[src/rtl/gain_ramp_ctrl.sv]
// Gain ramp sequencer for the fixed-point audio gain datapath.
// Takes target gains over valid/ready, ramps the applied gain one step per
// sample strobe, provides a click-free soft mute and a unity-only bypass.
module gain_ramp_ctrl #(
    parameter int GWIDTH = 16,
    parameter int FBITS  = 12
) (
    input  logic                     clk,
    input  logic                     rst_n,
    input  logic                     ce,
    input  logic                     tgt_valid,
    output logic                     tgt_ready,
    input  logic signed [GWIDTH-1:0] tgt_gain,
    input  logic        [GWIDTH-2:0] step,
    input  logic                     mute,
    input  logic                     bypass_req,
    output logic signed [GWIDTH-1:0] gain_o,
    output logic                     en_o,
    output logic                     busy_o,
    output logic                     done_o,
    output logic                     mute_ack_o
);

    localparam logic [GWIDTH-1:0] UNITY = {{(GWIDTH-1){1'b0}}, 1'b1} << FBITS;

    typedef enum logic [1:0] {IDLE, RAMP, MUTED} state_t;

    state_t            state, next_state;
    logic [GWIDTH-1:0] tgt_reg, next_tgt;
    logic [GWIDTH-1:0] next_gain;
    logic              next_done;
    logic              next_en;
    logic              accept;
    logic [GWIDTH-1:0] eff;
    logic [GWIDTH:0]   diff;
    logic [GWIDTH:0]   abs_diff;
    logic [GWIDTH:0]   step_ext;
    logic [GWIDTH-1:0] stepped;

    assign tgt_ready = (state == IDLE) && !mute;
    assign accept    = tgt_valid && tgt_ready;

    // One ramp step toward the effective target, clamping onto it when close enough.
    always_comb begin
        eff      = mute ? '0 : tgt_reg;
        diff     = {eff[GWIDTH-1], eff} - {gain_o[GWIDTH-1], gain_o};
        abs_diff = diff[GWIDTH] ? (~diff + 1'b1) : diff;
        step_ext = {2'b00, step};
        stepped  = eff;
        if (step != '0 && abs_diff > step_ext) begin
            if (diff[GWIDTH])
                stepped = gain_o - {1'b0, step};
            else
                stepped = gain_o + {1'b0, step};
        end
    end

    // Next-state, next-gain and next-output decisions for the IDLE/RAMP/MUTED machine.
    always_comb begin
        next_state = state;
        next_gain  = gain_o;
        next_tgt   = tgt_reg;
        next_done  = 1'b0;
        unique case (state)
            IDLE: begin
                if (mute) begin
                    next_state = (gain_o == '0) ? MUTED : RAMP;
                end else if (accept) begin
                    next_tgt = tgt_gain;
                    if (tgt_gain == gain_o)
                        next_done = 1'b1;
                    else
                        next_state = RAMP;
                end
            end
            RAMP: begin
                if (ce) begin
                    next_gain = stepped;
                    if (stepped == eff) begin
                        if (mute) begin
                            next_state = MUTED;
                        end else begin
                            next_state = IDLE;
                            next_done  = 1'b1;
                        end
                    end
                end
            end
            MUTED: begin
                next_gain = '0;
                if (!mute)
                    next_state = RAMP;
            end
            default: next_state = IDLE;
        endcase
        next_en = !(bypass_req && (next_state == IDLE) && (next_gain == UNITY) && !mute);
    end

    // Registered state and outputs; reset discards any target and mute progress.
    always_ff @(posedge clk) begin
        if (!rst_n) begin
            state      <= IDLE;
            gain_o     <= UNITY;
            tgt_reg    <= UNITY;
            en_o       <= 1'b0;
            busy_o     <= 1'b0;
            done_o     <= 1'b0;
            mute_ack_o <= 1'b0;
        end else begin
            state      <= next_state;
            gain_o     <= next_gain;
            tgt_reg    <= next_tgt;
            en_o       <= next_en;
            busy_o     <= (next_state == RAMP);
            done_o     <= next_done;
            mute_ack_o <= (next_state == MUTED);
        end
    end

endmodule
[config.mk]
export PLATFORM = sky130hd
export DESIGN_NAME = gain_ramp_ctrl
export DESIGN_NICKNAME = d
export VERILOG_FILES = /design/src/rtl/gain_ramp_ctrl.sv
export SDC_FILE = /design/constraint.sdc
export NUM_CORES = 1
export LEC_CHECK = 0
export CORE_AREA = 2 2 114 116
export CTS_CLUSTER_SIZE = 28
export DETAILED_ROUTE_END_ITERATION = 10
export DIE_AREA = 0 0 116 118
export GPL_TIMING_DRIVEN = 0
export PLACE_DENSITY = 0.72
export SYNTH_ARGS = -nofsm -noshare
export SYNTH_HDL_FRONTEND = slang
export SYNTH_SLANG_ARGS = --single-unit
[constraint.sdc]
create_clock -name clk -period 9.9 [get_ports clk]
set_input_delay 1.98 -clock clk [delete_from_list [all_inputs] [get_ports clk]]
set_output_delay 1.98 -clock clk [all_outputs]
set_load 0.005 [all_outputs]
==> results by group, run 1 <==
Critical path
  • CP Capture Type: flop
  • CP max-delay cell: a2111oi_0
  • Reg2reg end: en_o
  • Critical path required time: 10.06 ns
  • Setup crit end: en_o
  • Launch point of the worst path: mute
  • CP peak stage delay: 0.55 ns
  • Crit Path Class: primary input to flop
  • R2r setup slk: 2.96 ns
  • Reg2reg path depth: 25
  • Reg2reg start: tgt_reg[6]
  • Critical path launch point type: primary input
  • Worst-path maximum fanout: 19
  • CP arrival: 9.57 ns

Floorplan
  • Core Area: 12,400 sq um
  • Rows: 41
  • DIE HEIGHT: 118 um
  • DIE AREA: 13,700 sq um
  • Die width: 116 um
  • Initial Util: 0.439
  • I/O Pins: 58

Timing
  • Fin. Hold Viols: 0
  • Max Slew Vio Count: 0
  • Period utilization: 0.950
  • RSZ-0062 raised after global routing: false
  • Post-layout minimum cycle time: 9.41 ns
  • Clock skew: 0.00743 ns
  • Final Setup Violations: 0
  • Slew at the pin closest to its max-slew limit: 0.925 ns
  • Sum Neg Setup Slack: 0 ns
  • Max_slew headroom: 0.375
  • Fmax: 106 MHz

Synth
  • Combinational family with the most area after synthesis: simple AND/OR/NAND/NOR gates
  • Seq/Total Area, Yosys: 0.140
  • Unique masters post-synth: 79
  • XOR/XNOR Fraction of Synth Area: 0.117
  • Yosys top cell area share: 0.140
  • Post-Synth Adder-Cell Area: 0.118
  • Synth Warn #: 0
  • Synth Cell Area: 5450 sq um
  • Mapped Nets: 824
  • Cell count after synthesis: 736
  • Compound-cell area share of the yosys netlist: 0.276
  • Post-synth ARST share: 0
  • Synth top area cells: dfxtp_1 14%, ha_1 11%, xnor2_1 10%, nand2_1 4.8%, inv_1 3.5%
  • Number of synthesized flops with an enable pin: 0
  • Post-synthesis mux area share: 0.0108
  • Cell type with the largest total area after synthesis: dfxtp_1
  • Most frequent cells after synthesis: 70 x nand2_1, 63 x xnor2_1, 51 x inv_1
  • Most instantiated library cell after synthesis: nand2_1
  • Simple-gate share of the synthesized area: 0.280
  • Synthesized flop and latch total: 38
  • Post-synthesis area per instance: 7.40 sq um
  • Ys flop type: dfxtp_1

Clocking
  • Hold buffers post-CTS: 0
  • Longest Clk Path Bufs: 2
  • CTS root buf: clkbuf_16
  • Num CTS Buffers: 5
  • Clock input transition at the sequential cells of the worst setup and hold paths: 0.06 ns
  • H-tree depth: 2
  • Postcts setup bufs: 0
  • Worst-Skew Late Latency: 0.28 ns
  • CTS tree: built
  • Sink Count: 38

GRT
  • First-pass GRT wire length: 27,200 um
  • GRT Util Overall: 0.246
  • Initial antenna violation count: 0
  • Number of global-route vias before repair: 5,466
  • Largest net degree at the start of global routing: 20
  • Grt ovf: 0

Cells and area
  • Fraction of layout cells with a size suffix above 1: 0.0488
  • Nets: 886
  • Layout area overhead: 17.6%
  • Design area: 6410 sq um
  • Fin cells: 971
  • N_diodes: 0
  • Number of fill cells: 1,239
  • Multi-input gate area: 4390 sq um
  • Final Util: 0.516
  • Register area: 761 sq um

Place
  • Port Buffers: 57
  • Placed Cells: 965
  • Placed Instance Area: 6230 sq um
  • Global placer's final weighted congestion: 0.932
  • DPL Wire Length: 13,500 um

Route
  • Post-route ant nets: 0
  • DRC Markers: 0
  • Drt first pass iters: 5
  • Post-Route WL: 16,600 um
  • Via count of the routed design: 5,618
  • Via density: 5.79
  • Routed wire per std cell: 17.1 um
  • Initial DRC count: 328

Worst hold path
  • Min-delay worst type: flop to flop

Outcome
  • Status: completed

Run
  • Max-cap violation count: 0
==> worst min-delay path by stage <==
stage	cells after the start	slack [ns]	end	startpoint
3_3_place_gp	2	0.45	tgt_reg[7]	tgt_reg[7]
2_1_floorplan	2	0.43	tgt_reg[12]	tgt_reg[12]
4_1_cts	2	0.46	tgt_reg[5]	tgt_reg[5]
3_5_place_dp	2	0.45	tgt_reg[5]	tgt_reg[5]
5_1_grt	2	0.48	tgt_reg[5]	tgt_reg[5]
6_report	2	0.46	tgt_reg[5]	tgt_reg[5]
==> kinds of logic after synthesis <==
kind of cell               Yosys count
and+or+nand+nor                    283
AOI/OAI and AO/OA                  207
buffers and inverters               79
xor gates and xnor gates            73
adders and majority gates           51
DFF                                 38
muxes                                5
==> timing repair <==
action	in CTS	in global routing
endpoints found under the setup margin	4	3
gates resized for setup	4	5
cloned	0	0
==> placed cells by master, fill, tap and decap left out, types with 10 or more instances in the layout <==
master and n:
a21boi_0 17, nand2b_1 16, xor2_1 10, nor2_1 46, inv_1 51, nand2_1 70, clkbuf_1 17, a21oi_1 29
a21o_1 17, ha_1 50, a31oi_1 10, dfxtp_1 38, o21ai_0 35, clkdlybuf4s50_1 57, xnor2_1 63, o21a_1 15
and2_1 16, nor3_1 20, nand3_1 21, nand4_1 21, nor2b_1 25
==> critical path, delay by kind of cell <==
kind,cells,cell delay (ns)
adders and majority gates,2,0.54
AOI/OAI and AO/OA,12,3.50
xor gates and xnor gates,2,0.35
buffers and inverters,6,2.15
and+or+nand+nor,6,1.02
==> area by class of cell <==
cell class,count,area share
plain buffers,26,0.0191
clock buffers,7,0.0207
clock inverters,1,0.00468
inverters,51,0.0299
multi-input cells,619,0.684
flip-flops and latches,38,0.119
well taps,172,0.0336
repair buffers,57,0.0890
==> per-stage QoR <==
stage,hold slack [ns],worst slack [ns]
after floorplan,0.434,1.76
after global placement,0.448,-0.693
after detailed placement,0.453,-0.693
after CTS,0.460,0.377
after global routing,0.482,0.0150
final,0.458,0.492
==> layer usage <==
layer | routed length, um | up-vias | global-route usage
li1 | - | 2813 | -
met3 | 1100 | 33 | 0.0242
met1 | 7560 | 2551 | 0.334
met2 | 7580 | 221 | 0.411
met5 | 0 | - | 0
met4 | 391 | 0 | 0.0722
Power of run 1 is not shown: default switching activity piles up to over one toggle a cycle in this logic, so the estimate is an artifact.
==> inputs of run 2 (changes only) <==
Settings changed: CTS_BUF_LIST from default to sky130_fd_sc_hd__clkbuf_4 sky130_fd_sc_hd__clkbuf_8 sky130_fd_sc_hd__clkbuf_16.
==> results by group, run 2 (synthesized netlist as in run 1, its figures left out) <==
Route
  • Via count of the routed design: 5,677 (+1.1%)
  • Drt first pass iters: 5 (unchanged)
  • Initial DRC count: 336 (+2.4%)
  • DRC Markers: 0 (unchanged)
  • Post-route ant nets: 0 (unchanged)
  • Post-Route WL: 16,700 um (+0.46%)
  • Routed wire per std cell: 17.2 um (+0.46%)
  • Via density: 5.85 (+1.1%)

Critical path
  • Reg2reg start: tgt_reg[6]
  • CP peak stage delay: 0.51 ns (-0.04 ns)
  • Worst-path maximum fanout: 19 (unchanged)
  • R2r setup slk: 2.96 ns (about the same)
  • Critical path required time: 10.06 ns (about the same)
  • Crit Path Class: primary input to flop
  • Crit path top cell by count: xnor2_1
  • CP Capture Type: flop
  • CP max-delay cell: clkdlybuf4s50_1
  • Critical path launch point type: primary input
  • CP arrival: 9.52 ns (-0.05 ns)
  • Reg2reg path depth: 27 (+8.0%)
  • Reg2reg end: en_o

Timing
  • Fmax: 107 MHz (+0.48%)
  • Max Slew Vio Count: 0 (unchanged)
  • Period utilization: 0.946 (-0.00454)
  • Hold_ws: 0.458 ns (+0.000195 ns)
  • Sum Neg Setup Slack: 0 ns (unchanged)
  • Slew at the pin closest to its max-slew limit: 0.892 ns (-0.0338 ns)
  • Max_slew headroom: 0.398 (+0.0228)
  • Fin. Hold Viols: 0 (unchanged)
  • RSZ-0062 raised after global routing: false
  • Post-layout minimum cycle time: 9.36 ns (-0.0449 ns)
  • Clock skew: 0.00672 ns (-0.000702 ns)
  • Final Setup Violations: 0 (unchanged)
  • Min setup slack post-route: 0.537 ns (+0.0449 ns)

Clocking
  • Sink Count: 38 (unchanged)
  • CTS root buf: clkbuf_16
  • CTS tree: built
  • Postcts setup bufs: 0 (unchanged)
  • Worst-Skew Late Latency: 0.28 ns (about the same)
  • H-tree depth: 2 (unchanged)
  • Num CTS Buffers: 5 (unchanged)
  • Longest Clk Path Bufs: 2 (unchanged)
  • Clock input transition at the sequential cells of the worst setup and hold paths: 0.06 ns (about the same)

Floorplan
  • DIE HEIGHT: 118 um (unchanged)
  • Rows: 41 (unchanged)
  • Die width: 116 um (unchanged)
  • DIE AREA: 13,700 sq um (unchanged)
  • Initial Util: 0.439 (unchanged)
  • I/O Pins: 58 (unchanged)
  • Core Area: 12,400 sq um (unchanged)

GRT
  • Largest net degree at the start of global routing: 20 (unchanged)
  • Grt ovf: 0 (unchanged)
  • Initial antenna violation count: 0 (unchanged)
  • Number of global-route vias before repair: 5,463 (-0.055%)
  • First-pass GRT wire length: 27,200 um (about the same)
  • GRT Util Overall: 0.247 (about the same)

Cells and area
  • Highest-count cells in the layout ignoring fill and taps: 70 x nand2_1, 63 x xnor2_1, 57 x clkdlybuf4s50_1
  • Design area: 6420 sq um (+0.12%)
  • Nets: 886 (unchanged)
  • N_diodes: 0 (unchanged)
  • Fraction of layout cells with a size suffix above 1: 0.0513 (+0.00250)
  • Layout area overhead: 17.8%
  • Commonest non-fill, non-tap cell in the layout: nand2_1

Place
  • Port Buffers: 57 (unchanged)
  • DPL Wire Length: 13,500 um (unchanged)
  • Pre-CTS setup slack: -0.693 ns (unchanged)
  • Placed Instance Area: 6230 sq um (unchanged)
  • Global placer's final weighted congestion: 0.932 (unchanged)

Run
  • Max-cap violation count: 0 (unchanged)

Worst hold path
  • Cells on Worst Hold Path: 2 (unchanged)
  • Min-delay worst type: flop to flop
  • Worst Hold End: tgt_reg[5]
  • Critical hold path startpoint: tgt_reg[5]

Outcome
  • Status: completed
run 2: area by class of cell:
class / count / area (sq um)
inverters: 51 / 191
fillers: 1236 / 6000
clock inverters: 1 / 30.0
well taps: 172 / 215
plain buffers: 26 / 123
repair buffers: 57 / 571
flip-flops and latches: 38 / 761
multi-input cells: 619 / 4390
clock buffers: 7 / 140
run 2: repair_timing:
action | 4_1_cts | 5_1_grt
endpoints found under the setup margin | 4 | 3
gates resized for setup | 4 | 5
gates cloned | 0 | 0
hold buffers | 0 | 0
run 2: worst max-delay path by stage:
| stage | from | to | cells past startpoint |
|---|---|---|---|
| after floorplan | mute | en_o | 30 |
| final | mute | en_o | 30 |
| after detailed placement | mute | en_o | 31 |
| after global routing | mute | en_o | 29 |
| after CTS | mute | en_o | 30 |
| after global placement | mute | en_o | 31 |
run 2: worst max-delay path, delay by kind of cell:
kind | cells | cell delay (ns)
xor+xnor | 4 | 0.73
compound gates | 15 | 3.54
simple gates | 3 | 0.59
buf+inv | 6 | 2.11
fa+ha+maj | 2 | 0.54
run 2: metrics by stage:
step,utilization,cells
6_report,0.517,971
2_1_floorplan,-,736
5_1_grt,0.517,971
3_3_place_gp,0.502,965
3_5_place_dp,0.502,965
4_1_cts,0.517,972
run 2: layer usage:
metal	routed length (um)	global-route usage	share of wire	vias to the layer above
met2	7590	0.409	0.45	240
met1	7700	0.334	0.46	2593
li1	-	-	-	2813
met5	0	0	0	-
met3	1000	0.0247	0.060	31
met4	418	0.0759	0.025	0
Power of run 2 is left out for the same reason.
